$ cat src/rtl/vga_timing_pipe_if.sv
// vga_timing_pipe_if: pixel-store read bus plus video DAC outputs.
// master = timing pipe (drives x/y/sync/colour), slave = store/DAC side.
// With VGA_TEST_PATTERN_EN defined, pattern_sel is added.
interface vga_timing_pipe_if #(
  parameter int CNT_W = 10,
  parameter int CW    = 4
);
  logic [CNT_W-1:0] x;
  logic [CNT_W-1:0] y;
  logic             rd_active;
  logic [CW-1:0]    pix_r;
  logic [CW-1:0]    pix_g;
  logic [CW-1:0]    pix_b;
  logic             hsync;
  logic             vsync;
  logic             blank_b;
  logic [CW-1:0]    r_out;
  logic [CW-1:0]    g_out;
  logic [CW-1:0]    b_out;
  logic             sof;
  logic             sol;
  logic [7:0]       frame_cnt;
`ifdef VGA_TEST_PATTERN_EN
  logic             pattern_sel;
`endif

  modport master (
    output x, y, rd_active,
    input  pix_r, pix_g, pix_b,
`ifdef VGA_TEST_PATTERN_EN
    input  pattern_sel,
`endif
    output hsync, vsync, blank_b,
    output r_out, g_out, b_out,
    output sof, sol, frame_cnt
  );

  modport slave (
    input  x, y, rd_active,
    output pix_r, pix_g, pix_b,
`ifdef VGA_TEST_PATTERN_EN
    output pattern_sel,
`endif
    input  hsync, vsync, blank_b,
    input  r_out, g_out, b_out,
    input  sof, sol, frame_cnt
  );
endinterface

$ cat src/rtl/vga_timing_pipe.sv
// vga_timing_pipe: VGA h/v counters, pixel-store addressing, sync/blank
// realignment with PIPE_LAT-late pixel data, blanked colour to the DAC.
// Ports: clk, reset (async, active-high), pix_en (clock enable),
//   bus (vga_timing_pipe_if.master): x/y/rd_active out, pix_* in,
//   hsync/vsync/blank_b/r,g,b_out/sof/sol/frame_cnt out.
// Option: VGA_TEST_PATTERN_EN adds pattern_sel -> 64-pixel colour bars.
module vga_timing_pipe #(
  parameter int H_ACTIVE  = 640,
  parameter int H_FP      = 16,
  parameter int H_SYNC    = 96,
  parameter int H_BP      = 48,
  parameter int V_ACTIVE  = 480,
  parameter int V_FP      = 10,
  parameter int V_SYNC    = 2,
  parameter int V_BP      = 33,
  parameter int HSYNC_POL = 0,
  parameter int VSYNC_POL = 0,
  parameter int PIPE_LAT  = 1,
  parameter int CW        = 4,
  parameter int CNT_W     = 10
) (
  input logic clk,
  input logic reset,
  input logic pix_en,
  vga_timing_pipe_if.master bus
);

  localparam int H_TOTAL = H_ACTIVE + H_FP + H_SYNC + H_BP;
  localparam int V_TOTAL = V_ACTIVE + V_FP + V_SYNC + V_BP;
  localparam logic HP = 1'(HSYNC_POL);
  localparam logic VP = 1'(VSYNC_POL);

  typedef struct packed {
    logic sof;
    logic sol;
    logic blk;
    logic vs;
    logic hs;
  } fl_t;

  logic [CNT_W-1:0] r_x;
  logic [CNT_W-1:0] r_y;
  logic             w_x_last;
  logic             w_y_last;
  logic             w_rd_active;
  fl_t              w_fl_raw;
  fl_t              w_fl_dly;
  logic [CW-1:0]    w_col_r;
  logic [CW-1:0]    w_col_g;
  logic [CW-1:0]    w_col_b;

  logic             r_hsync;
  logic             r_vsync;
  logic             r_blank;
  logic [CW-1:0]    r_r;
  logic [CW-1:0]    r_g;
  logic [CW-1:0]    r_b;
  logic             r_sof;
  logic             r_sol;
  logic [7:0]       r_frame;

  assign w_x_last = (r_x == CNT_W'(H_TOTAL - 1));
  assign w_y_last = (r_y == CNT_W'(V_TOTAL - 1));

  always_ff @(posedge clk or posedge reset) begin
    if (reset) begin
      r_x <= '0;
      r_y <= '0;
    end else if (pix_en) begin
      if (w_x_last) begin
        r_x <= '0;
        r_y <= w_y_last ? '0 : r_y + 1'b1;
      end else begin
        r_x <= r_x + 1'b1;
      end
    end
  end

  assign w_rd_active = (r_x < CNT_W'(H_ACTIVE)) &&
                       (r_y < CNT_W'(V_ACTIVE));

  // Flags are kept active-high through the delay line; polarity is
  // applied only at the output register.
  always_comb begin
    w_fl_raw     = '0;
    w_fl_raw.hs  = (r_x >= CNT_W'(H_ACTIVE + H_FP)) &&
                   (r_x <  CNT_W'(H_ACTIVE + H_FP + H_SYNC));
    w_fl_raw.vs  = (r_y >= CNT_W'(V_ACTIVE + V_FP)) &&
                   (r_y <  CNT_W'(V_ACTIVE + V_FP + V_SYNC));
    w_fl_raw.blk = w_rd_active;
    w_fl_raw.sof = (r_x == '0) && (r_y == '0);
    w_fl_raw.sol = (r_x == '0);
  end

  generate
    if (PIPE_LAT > 0) begin : g_fl_dly
      fl_t r_sr [PIPE_LAT];
      always_ff @(posedge clk or posedge reset) begin
        if (reset) begin
          for (int i = 0; i < PIPE_LAT; i++) r_sr[i] <= '0;
        end else if (pix_en) begin
          r_sr[0] <= w_fl_raw;
          for (int i = 1; i < PIPE_LAT; i++) r_sr[i] <= r_sr[i-1];
        end
      end
      assign w_fl_dly = r_sr[PIPE_LAT-1];
    end else begin : g_fl_nodly
      assign w_fl_dly = w_fl_raw;
    end
  endgenerate

`ifdef VGA_TEST_PATTERN_EN
  logic [CNT_W-1:0] w_xd;
  logic [CNT_W+8:0] w_xd_ext;
  logic [2:0]       w_bar;

  generate
    if (PIPE_LAT > 0) begin : g_x_dly
      logic [CNT_W-1:0] r_xs [PIPE_LAT];
      always_ff @(posedge clk or posedge reset) begin
        if (reset) begin
          for (int i = 0; i < PIPE_LAT; i++) r_xs[i] <= '0;
        end else if (pix_en) begin
          r_xs[0] <= r_x;
          for (int i = 1; i < PIPE_LAT; i++) r_xs[i] <= r_xs[i-1];
        end
      end
      assign w_xd = r_xs[PIPE_LAT-1];
    end else begin : g_x_nodly
      assign w_xd = r_x;
    end
  endgenerate

  // Zero-extend so narrow CNT_W still yields a defined bar index.
  assign w_xd_ext = {9'd0, w_xd};
  assign w_bar    = w_xd_ext[8:6];
  assign w_col_r  = bus.pattern_sel ? {CW{w_bar[2]}} : bus.pix_r;
  assign w_col_g  = bus.pattern_sel ? {CW{w_bar[1]}} : bus.pix_g;
  assign w_col_b  = bus.pattern_sel ? {CW{w_bar[0]}} : bus.pix_b;
`else
  assign w_col_r = bus.pix_r;
  assign w_col_g = bus.pix_g;
  assign w_col_b = bus.pix_b;
`endif

  always_ff @(posedge clk or posedge reset) begin
    if (reset) begin
      r_hsync <= ~HP;
      r_vsync <= ~VP;
      r_blank <= 1'b0;
      r_r     <= '0;
      r_g     <= '0;
      r_b     <= '0;
      r_sof   <= 1'b0;
      r_sol   <= 1'b0;
      r_frame <= '0;
    end else if (pix_en) begin
      r_hsync <= w_fl_dly.hs ? HP : ~HP;
      r_vsync <= w_fl_dly.vs ? VP : ~VP;
      r_blank <= w_fl_dly.blk;
      r_r     <= w_col_r & {CW{w_fl_dly.blk}};
      r_g     <= w_col_g & {CW{w_fl_dly.blk}};
      r_b     <= w_col_b & {CW{w_fl_dly.blk}};
      r_sof   <= w_fl_dly.sof;
      r_sol   <= w_fl_dly.sol;
      if (w_fl_dly.sof) r_frame <= r_frame + 8'd1;
    end
  end

  assign bus.x         = r_x;
  assign bus.y         = r_y;
  assign bus.rd_active = w_rd_active;
  assign bus.hsync     = r_hsync;
  assign bus.vsync     = r_vsync;
  assign bus.blank_b   = r_blank;
  assign bus.r_out     = r_r;
  assign bus.g_out     = r_g;
  assign bus.b_out     = r_b;
  assign bus.sof       = r_sof;
  assign bus.sol       = r_sol;
  assign bus.frame_cnt = r_frame;

endmodule

$ cat src/flat_wrapper.sv
// flat-port wrapper written by rule: the top's interface ports become plain ports
module vga_timing_pipe_flat 
#(
  parameter int H_ACTIVE  = 640,
  parameter int H_FP      = 16,
  parameter int H_SYNC    = 96,
  parameter int H_BP      = 48,
  parameter int V_ACTIVE  = 480,
  parameter int V_FP      = 10,
  parameter int V_SYNC    = 2,
  parameter int V_BP      = 33,
  parameter int HSYNC_POL = 0,
  parameter int VSYNC_POL = 0,
  parameter int PIPE_LAT  = 1,
  parameter int CW        = 4,
  parameter int CNT_W     = 10
)
  (clk, reset, pix_en, bus_x, bus_y, bus_rd_active, bus_pix_r, bus_pix_g, bus_pix_b, bus_hsync, bus_vsync, bus_blank_b, bus_r_out, bus_g_out, bus_b_out, bus_sof, bus_sol, bus_frame_cnt);
  vga_timing_pipe_if #(.CNT_W(CNT_W), .CW(CW)) bus_i ();
  input logic clk;
  input logic reset;
  input logic pix_en;
  output wire logic [$bits(bus_i.x)-1:0] bus_x;
  output wire logic [$bits(bus_i.y)-1:0] bus_y;
  output wire logic [$bits(bus_i.rd_active)-1:0] bus_rd_active;
  input wire logic [$bits(bus_i.pix_r)-1:0] bus_pix_r;
  input wire logic [$bits(bus_i.pix_g)-1:0] bus_pix_g;
  input wire logic [$bits(bus_i.pix_b)-1:0] bus_pix_b;
  output wire logic [$bits(bus_i.hsync)-1:0] bus_hsync;
  output wire logic [$bits(bus_i.vsync)-1:0] bus_vsync;
  output wire logic [$bits(bus_i.blank_b)-1:0] bus_blank_b;
  output wire logic [$bits(bus_i.r_out)-1:0] bus_r_out;
  output wire logic [$bits(bus_i.g_out)-1:0] bus_g_out;
  output wire logic [$bits(bus_i.b_out)-1:0] bus_b_out;
  output wire logic [$bits(bus_i.sof)-1:0] bus_sof;
  output wire logic [$bits(bus_i.sol)-1:0] bus_sol;
  output wire logic [$bits(bus_i.frame_cnt)-1:0] bus_frame_cnt;
  assign bus_x = bus_i.x;
  assign bus_y = bus_i.y;
  assign bus_rd_active = bus_i.rd_active;
  assign bus_i.pix_r = bus_pix_r;
  assign bus_i.pix_g = bus_pix_g;
  assign bus_i.pix_b = bus_pix_b;
  assign bus_hsync = bus_i.hsync;
  assign bus_vsync = bus_i.vsync;
  assign bus_blank_b = bus_i.blank_b;
  assign bus_r_out = bus_i.r_out;
  assign bus_g_out = bus_i.g_out;
  assign bus_b_out = bus_i.b_out;
  assign bus_sof = bus_i.sof;
  assign bus_sol = bus_i.sol;
  assign bus_frame_cnt = bus_i.frame_cnt;
  vga_timing_pipe #(.H_ACTIVE(H_ACTIVE), .H_FP(H_FP), .H_SYNC(H_SYNC), .H_BP(H_BP), .V_ACTIVE(V_ACTIVE), .V_FP(V_FP), .V_SYNC(V_SYNC), .V_BP(V_BP), .HSYNC_POL(HSYNC_POL), .VSYNC_POL(VSYNC_POL), .PIPE_LAT(PIPE_LAT), .CW(CW), .CNT_W(CNT_W)) u_core (.clk(clk), .reset(reset), .pix_en(pix_en), .bus(bus_i));
endmodule
$ cat config.mk
export PLATFORM = sky130hd
export DESIGN_NAME = vga_timing_pipe_flat
export DESIGN_NICKNAME = d
export VERILOG_FILES = /design/src/rtl/vga_timing_pipe_if.sv /design/src/rtl/vga_timing_pipe.sv /design/src/flat_wrapper.sv
export SDC_FILE = /design/constraint.sdc
export NUM_CORES = 1
export LEC_CHECK = 0
export ABC_CLOCK_PERIOD_IN_PS = 1800
export BUFFER_PORTS_ARGS = -buffer_cell sky130_fd_sc_hd__buf_4
export CORE_AREA = 2 2 69 71
export CTS_BUF_LIST = sky130_fd_sc_hd__clkbuf_4
export DETAILED_ROUTE_END_ITERATION = 16
export DIE_AREA = 0 0 71 73
export GPL_ROUTABILITY_DRIVEN = 0
export GPL_TIMING_DRIVEN = 0
export PLACE_DENSITY = 0.81
export SYNTH_ARGS = -nofsm -noshare
export SYNTH_HDL_FRONTEND = slang
export SYNTH_SLANG_ARGS = --single-unit
$ cat constraint.sdc
create_clock -name clk -period 1.8 [get_ports clk]
set_clock_uncertainty 0.1 [all_clocks]
set_input_delay 0.18 -clock clk [delete_from_list [all_inputs] [get_ports clk]]
set_output_delay 0.18 -clock clk [all_outputs]
set_load 0.02 [all_outputs]
; ---- Word level (Yosys, flattened, before mapping)
; Cells that the tools add are included.
[op_classes]
addsub = 3
n_lt_le_gt_ge = 6
n_eq_ne = 2
muxes = 4
n_bitwise = 3
n_reduce_logical = 8
[ops]
columns = operator, count
row1 = "10-bit by 1-bit adder with 10-bit output, second input constant", 2
row2 = "10-bit equality test, second input constant", 2
row3 = 10-bit zero test, 2
row4 = "10-bit < comparator, second input constant", 2
row5 = "10-bit by 9-bit < comparator with 1-bit output, second input constant", 2
row6 = 10-bit two-way mux, 2
row7 = 4-bit AND, 3
row8 = "10-bit >= comparator, second input constant", 1
row9 = "10-bit by 9-bit >= comparator with 1-bit output, second input constant", 1
row10 = "8-bit by 1-bit adder with 8-bit output, second input constant", 1
row11 = 1-bit logical AND, 4
row12 = 2-bit AND reduction, 2
row13 = 1-bit two-way mux, 2
[totals]
ff_bits = 50
inputBits = 15
out_inout_bits = 46
elab_cells = 42

; ---- Logic depth before layout (Yosys ltp)
; Gate-level depths: netlist of the first run.
[logic_depth]
word_depth = 2
mapped_depth = 6
ltp_nobuf = 6

; ---- Worst setup path before layout of the first run
; No wires, ideal clock.
[synth_path]
kind = register to register
from = reg u_core.r_x[0] (netlist: u_core.bus.x[0])
to = reg u_core.r_y[7] (netlist: u_core.bus.y[7])
setup_ns = 0.132
arrival_time_ns = 1.519
t_required_ns = 1.568
setup_slack_ns = 0.049
stages_incl_launch_ff = 7
n_path_buf = 1
synth_period_minus_slack_ns = 1.751
cell_sequence = dfrtp_1 ha_1 and3_1 and4_1 buf_4 nand4_4 xnor2_2
[synth_between]
elab_chain_cells = 2
[synth_rtl]
columns = item, line_no
row1 = start: declaration, vga_timing_pipe.sv:41  ; logic [CNT_W-1:0] r_x;
row2 = start signal: assignment, vga_timing_pipe.sv:74  ; r_x <= r_x + 1'b1;
row3 = 10-bit equality test, vga_timing_pipe.sv:62  ; assign w_x_last = (r_x == CNT_W'(H_TOTAL - 1));
row4 = 2-bit AND reduction (no source line), -
row5 = end signal: assignment, vga_timing_pipe.sv:72  ; r_y <= w_y_last ? '0 : r_y + 1'b1;
row6 = end: declaration, vga_timing_pipe.sv:42  ; logic [CNT_W-1:0] r_y;
; No other way between the ends.
; A chain may end at the register's enable or synchronous reset.

; ---- Worst setup path in the final report of the first run
[layout_path]
from = reg u_core.r_x[7] (netlist: u_core.bus.x[7])
to = out bus_rd_active
[layout_between]
elab_chain_cells = 2
[layout_rtl]
columns = item, line_no
row1 = 10-bit < comparator, vga_timing_pipe.sv:79  ; assign w_rd_active = (r_x < CNT_W'(H_ACTIVE)) &&
row2 = 1-bit logical AND, vga_timing_pipe.sv:79
row3 = end: declaration, flat_wrapper.sv:25  ; output wire logic [$bits(bus_i.rd_active)-1:0] bus_rd_active;
; No other way between the ends.

==> results_dict.tcl, run 1 <==
set metrics [dict create \
    hold_end "u_core.bus.y[3]" \
    synthFlopType "dfrtp_1" \
    run_status "finished clean" \
    antenna_found_initial 0 \
    ant_nets 0 \
    die_h_um 73 \
    track_usage_pct 22.8 \
    drv_slew 0 \
    clk_latency_ns 0.37 \
    yosysTopAreaCellShare_pct 50.5 \
    final_nets 338 \
    dieWidth_um 71 \
    period_needed_ns 1.74 \
    pin_count 61 \
    critPathBufInv 1 \
    worst_slack_ns 0.0622 \
    min_from "pix_en" \
    crit_fanout 8 \
    maxClockFrequency_mhz 575 \
    r2r-end "u_core.bus.y[7]" \
    start_kind "register" \
    post-route-period-util_pct 96.5 \
    critPathSlowestCell "dfrtp_2" \
    dp_slack_ns -0.000985 \
    endpoint_kind "output port" \
    synth.distinct_cells 48 \
    grt_max_degree 32 \
    cap_violations 0 \
    synth_area_mm2 0.00238 \
    post-route-drc-count 0 \
    rr_worst_depth 6 \
    syn_area_per_cell_um2 10.3 \
    finalSetupTns_ns 0 \
    ys_ff_latch 50 \
    critical_path.max_stage_delay_ns 0.50 \
    core-area_mm2 0.00454 \
    vias_per_cell 5.46 \
    start_util_pct 52.5 \
    cpLargestDelayFamily "flip-flops" \
    path_clk_slew_ns 0.13 \
    synthArstFlopShare_pct 100 \
    cts.htree.levels 2 \
    num_rows 25 \
    root_buffer "clkbuf_4" \
    yosysTopAreaCell "dfrtp_1" \
    arrival_ns 1.46 \
    num_vias 2031 \
    cp.required_ns 1.52 \
    overflow 0 \
    synth_area_leaders "dfrtp_1, xnor2_1, o21ai_0" \
    ir_worst_vdd_v 0.000456 \
    synth_edf_count 0 \
    place_hpwl_um 3840 \
    wl_met1_um 2460 \
    grt_pass1_vias 2005 \
    min_path_type "input pin to register" \
    synthToLayoutAreaGrowth_pct 32.9 \
    n_antenna_cell 0 \
    yosysWarnings 0 \
    whs_path_depth 4 \
    route.met2.wl_um 2830 \
    cts_made_buffers 5 \
    critPathKind "register to output port" \
    io_buffer_count 60 \
    cts_tree "yes" \
    synth_nets 252 \
    p_per_area_mw_per_mm2 786 \
    syn_inst 232 \
    wire_per_inst_um 15.2 \
    multi_input_area_mm2 0.00101 \
    r2r_start "u_core.bus.x[1]" \
    grt_pass1_wl_um 9380 \
    reg2reg_slack_ns 0.08 \
    drt-total-wl_um 5650 \
    dr_wl_met3_um 304 \
    num-fill-cells 336 \
    drive_gt1_share_pct 31.8 \
    slew-limit-headroom_pct 68.3 \
    firstDrtPassIters 4 \
    final_hold_viol_count 0 \
    fp.dieArea_mm2 0.00518 \
    finalSetupViolCount 0 \
    seqCellArea_mm2 0.00126 \
    worst_pin_slew_ns 0.475 \
    numClockSinks 50 \
    p_leak_nw 1.51 \
    top_layer_used "met4" \
    cts_buffer_depth 2 \
    path_cells "o21ai_1 -> nand2_1 -> nor2_1 -> buf_4" \
    yosysSeqAreaShare_pct 52.7 \
    drtIter0Drc 152 \
]
==> routing by layer <==
metal / track usage, % / vias up
met3: 4.28 / 6
li1: - / 967
met1: 30.1 / 988
met5: 0 / -
met2: 39.1 / 70
met4: 5.24 / 0
==> cell families (layout without fill, tap and decap cells) <==
kind of cell | count (synthesis) | count (layout) | synth area share, %
AND/OR/NAND/NOR | 86 | 86 | 20.5
flip-flops | 50 | 50 | 52.7
AO/OA/AOI/OAI | 37 | 37 | 9.68
buffers and inverters | 31 | 117 | 5.15
XOR/XNOR | 17 | 17 | 6.57
multiplexers | 6 | 6 | 2.84
adder cells (fa/ha/maj) | 5 | 5 | 2.63
==> cells in the final DEF (no fill, tap or decap), drive strengths merged, types with 8 or more instances in the layout <==
| cell | instances |
|---|---|
| buf | 70 |
| clkbuf | 10 |
| dfrtp | 48 |
| dlygate4sd3 | 13 |
| inv | 21 |
| nand2 | 24 |
| nand3 | 13 |
| nand4 | 8 |
| nor2 | 13 |
| o21ai | 20 |
| xnor2 | 13 |
==> timing repair <==
item                                    CTS  global route
hold endpoints to repair                 30             0
resized for setup                         1            10
hold buffers                             13             0
buffers inserted                          1             4
endpoints found under the setup margin    3             7
==> through the flow <==
stage,hold WS [ns],cell area (um2),utilization [%],std cells,power [mW]
5_1_grt,0.122,3160,69.7,372,2.63
3_3_place_gp,0.289,2900,63.9,346,1.91
3_5_place_dp,0.119,2920,64.3,347,1.94
2_1_floorplan,0.197,2380,-,232,1.68
6_report,0.118,3160,69.7,372,2.49
4_1_cts,0.112,3110,68.5,368,2.45
==> worst min-delay path: cells and delay by family <==
| kind | cells | cell delay, ns |
|---|---|---|
| AOI/OAI and AO/OA | 1 | 0.05 |
| and+or+nand+nor | 2 | 0.19 |
| buffers and inverters | 1 | 0.13 |
==> layout make-up <==
cell class / instances / area share (%)
clock inverters: 2 / 0.475
clock buffers: 5 / 1.19
multi-input cells: 151 / 32.1
inverters: 22 / 2.61
repair buffers: 79 / 20.2
flip-flops and latches: 50 / 39.9
plain buffers: 9 / 1.39
well taps: 54 / 2.14
==> synth_stat cells (2+ instances only) <==
library cell / count
dfrtp_1: 48
nand2_1: 24
inv_1: 21
o21ai_0: 19
nand3_1: 13
nor2_1: 13
xnor2_1: 12
nand4_1: 7
mux2_2: 6
clkbuf_1: 5
ha_1: 5
a21oi_1: 4
and3_1: 4
xor2_1: 4
and2_1: 3
and4_1: 3
o22ai_1: 3
buf_2: 2
dfstp_2: 2
nand3b_1: 2
nor2b_1: 2
nor3_1: 2
nor4b_1: 2
o2bb2ai_1: 2
==> how the worst max path moves through the flow <==
stage | startpoint | to | cells after the start
after detailed placement | u_core.bus.x[0] | u_core.bus.y[7] | 6
final | u_core.bus.x[7] | bus_rd_active | 4
after CTS | u_core.bus.x[1] | u_core.bus.y[7] | 6
after global placement | reset | u_core.bus.x[9] | 2
after floorplan | u_core.bus.x[0] | u_core.bus.y[7] | 6
after global routing | u_core.bus.y[6] | bus_rd_active | 4
==> state kept, by name (all words and copies together) (netlist names) <==
name                  cells
u_core.bus.blank_b        1
u_core.bus.sol            1
u_core.bus.vsync          1
u_core.bus.frame_cnt      8
u_core.bus.y             10
u_core.bus.g_out          4
u_core.bus.b_out          4
u_core.bus.r_out          4
u_core.bus.hsync          1
u_core.bus.x             10
u_core.g_fl_dly.r_sr      5
u_core.bus.sof            1
==> where the power goes <==
group | internal, mW | switching, mW | leakage [nW]
sequential | 1.22 | 0.104 | 0.626
combinational | 0.300 | 0.366 | 0.860
clock | 0.145 | 0.352 | 0.0233
total | 1.66 | 0.822 | 1.51
Power figures use the tool's default switching activity.
==> inputs of run 2 (changes only) <==
PLACE_DENSITY = unset   (was 0.81)
PLACE_DENSITY_LB_ADDON = 0.12   (was unset)
==> results_dict.tcl, run 2 (synthesis gave the netlist of run 1 again) <==
set metrics [dict create \
    run_status "finished clean" \
    cts_buffer_depth 2 \
    p_int_mw 1.82 \
    drv_slew 0 \
    num-fill-cells 343 \
    slew-limit-headroom_pct 66.7 \
    io_buffer_count 60 \
    endpoint_kind "register" \
    worst_pin_slew_ns 0.499 \
    final_nets 341 \
    start_kind "register" \
    drt-total-wl_um 5340 \
    final_hold_viol_count 0 \
    ir_worst_vdd_v 0.000720 \
    p_leak_nw 1.54 \
    dieWidth_um 71 \
    wire_per_inst_um 14.2 \
    post-route-period-util_pct 95.8 \
    arrival_ns 1.89 \
    finalSetupViolCount 0 \
    cap_violations 0 \
    core-area_mm2 0.00454 \
    maxClockFrequency_mhz 580 \
    cts_tree "yes" \
    overflow 0 \
    final_cell_mix "buf_4, dfrtp_1, nand2_1" \
    firstDrtPassIters 5 \
    pin_count 61 \
    die_h_um 73 \
    cp.required_ns 1.97 \
    p_per_area_mw_per_mm2 820 \
    critPathKind "register to register" \
    critPathBufInv 0 \
    cts_made_buffers 5 \
    cts.htree.levels 2 \
    place_hpwl_um 3650 \
    ant_nets 0 \
    n_antenna_cell 0 \
    antenna_found_initial 0 \
    swShare_pct 31.0 \
    drtIter0Drc 99 \
    pwr-share-comb_pct 23.7 \
    final_util_pct 70.8 \
    period_needed_ns 1.72 \
    drive_gt1_share_pct 32.9 \
    fp.dieArea_mm2 0.00518 \
    grt_pass1_vias 1858 \
    critical_path.max_stage_delay_ns 0.49 \
    grt_pass1_wl_um 8700 \
    num_rows 25 \
    root_buffer "clkbuf_4" \
    cpLargestDelayFamily "simple AND/OR/NAND/NOR gates" \
    reg2reg_slack_ns 0.08 \
    critPathSlowestCell "dfrtp_1" \
    num_vias 1939 \
    min_path_type "input pin to register" \
    start_util_pct 52.5 \
    synthToLayoutAreaGrowth_pct 35.0 \
    path_clk_slew_ns 0.14 \
    clkPwrFrac_pct 25.3 \
    p_seq_share_pct 51.0 \
    vias_per_cell 5.16 \
    path_cells "nor4_2 -> and2_1 -> nor2_1 -> mux2_2" \
    clk_latency_ns 0.37 \
    finalSetupTns_ns 0 \
    track_usage_pct 21.6 \
    rsz0062_at_grt "no" \
    power.net_switching_mw 0.816 \
    mostFrequentLayoutCell "buf_4" \
    crit_fanout 8 \
    post-route-drc-count 0 \
    numClockSinks 50 \
    grt_max_degree 33 \
]
run 2: cell types whose count changed in the layout (fill, tap and decap cells not counted):
cell	change
buf_4	+4
buf_6	-1
bufinv_16	+1
clkbuf_4	+1
clkinvlp_4	-1
dfrtp_1	-1
dfrtp_2	+1
ha_2	-1
ha_4	+1
nor4_2	+1
nor4_4	-1
run 2: repair_timing:
action | CTS | global route
buffers inserted | 1 | 7
resized for setup | 0 | 11
hold buffers | 13 | 0
pin swaps | 0 | 1
setup endpoints to repair | 1 | 8
hold endpoints to repair | 30 | 0
run 2: worst paths after layout:
path / from / to / depth (start not counted)
max: u_core.bus.y[4] / u_core.bus.y[4] / 4
min: pix_en / u_core.bus.y[3] / 4
max reg2reg: u_core.bus.y[4] / u_core.bus.y[4] / 4
min reg2reg: u_core.g_fl_dly.r_sr[0] / u_core.bus.hsync / 1
max in group asynchronous: reset / u_core.bus.hsync / 4
min in group asynchronous: reset / u_core.bus.frame_cnt[7] / 3
run 2: power groups by stage:
stage	Sequential, mW	Clock, mW	Combinational (mW)
after global routing	1.37	0.727	0.690
after detailed placement	1.36	0	0.574
final	1.34	0.666	0.625
after CTS	1.33	0.687	0.610
after global placement	1.36	0	0.558
after floorplan	1.45	0	0.235
run 2: per-layer routing:
metal	vias to the layer above	wire, um	track usage, %	share of wire, %
met5	-	0	0	0
met4	0	69	6.92	1.3
met3	6	266	4.83	5.0
met2	53	2520	34.8	47
met1	909	2490	29.3	47
li1	971	-	-	-
run 2: worst min-delay path, cell delays in order:
cell and delay, ns:
buf_4 0.13, nand3_1 0.06, or4_4 0.13, o41ai_2 0.05
run 2: layout make-up:
cell class	instances	area [um2]	share of cell area, %
clock inverters	2	37.5	1.17
flip-flops and latches	50	1260	39.3
well taps	54	67.6	2.10
multi-input cells	151	1020	31.6
inverters	22	82.6	2.57
plain buffers	9	40.0	1.25
clock buffers	6	45.0	1.40
repair buffers	82	661	20.6
run 2: stage by stage:
stage	cell area [um2]	total power, mW	instances	worst slack [ns]	hold slack, ns
4_1_cts	3140	2.63	369	0.00134	0.105
5_1_grt	3210	2.78	376	0.00271	0.117
3_3_place_gp	2900	1.91	346	-0.334	0.283
2_1_floorplan	2380	1.68	232	0.0494	0.197
6_report	3210	2.63	376	0.0757	0.114
3_5_place_dp	2920	1.93	347	0.0172	0.113
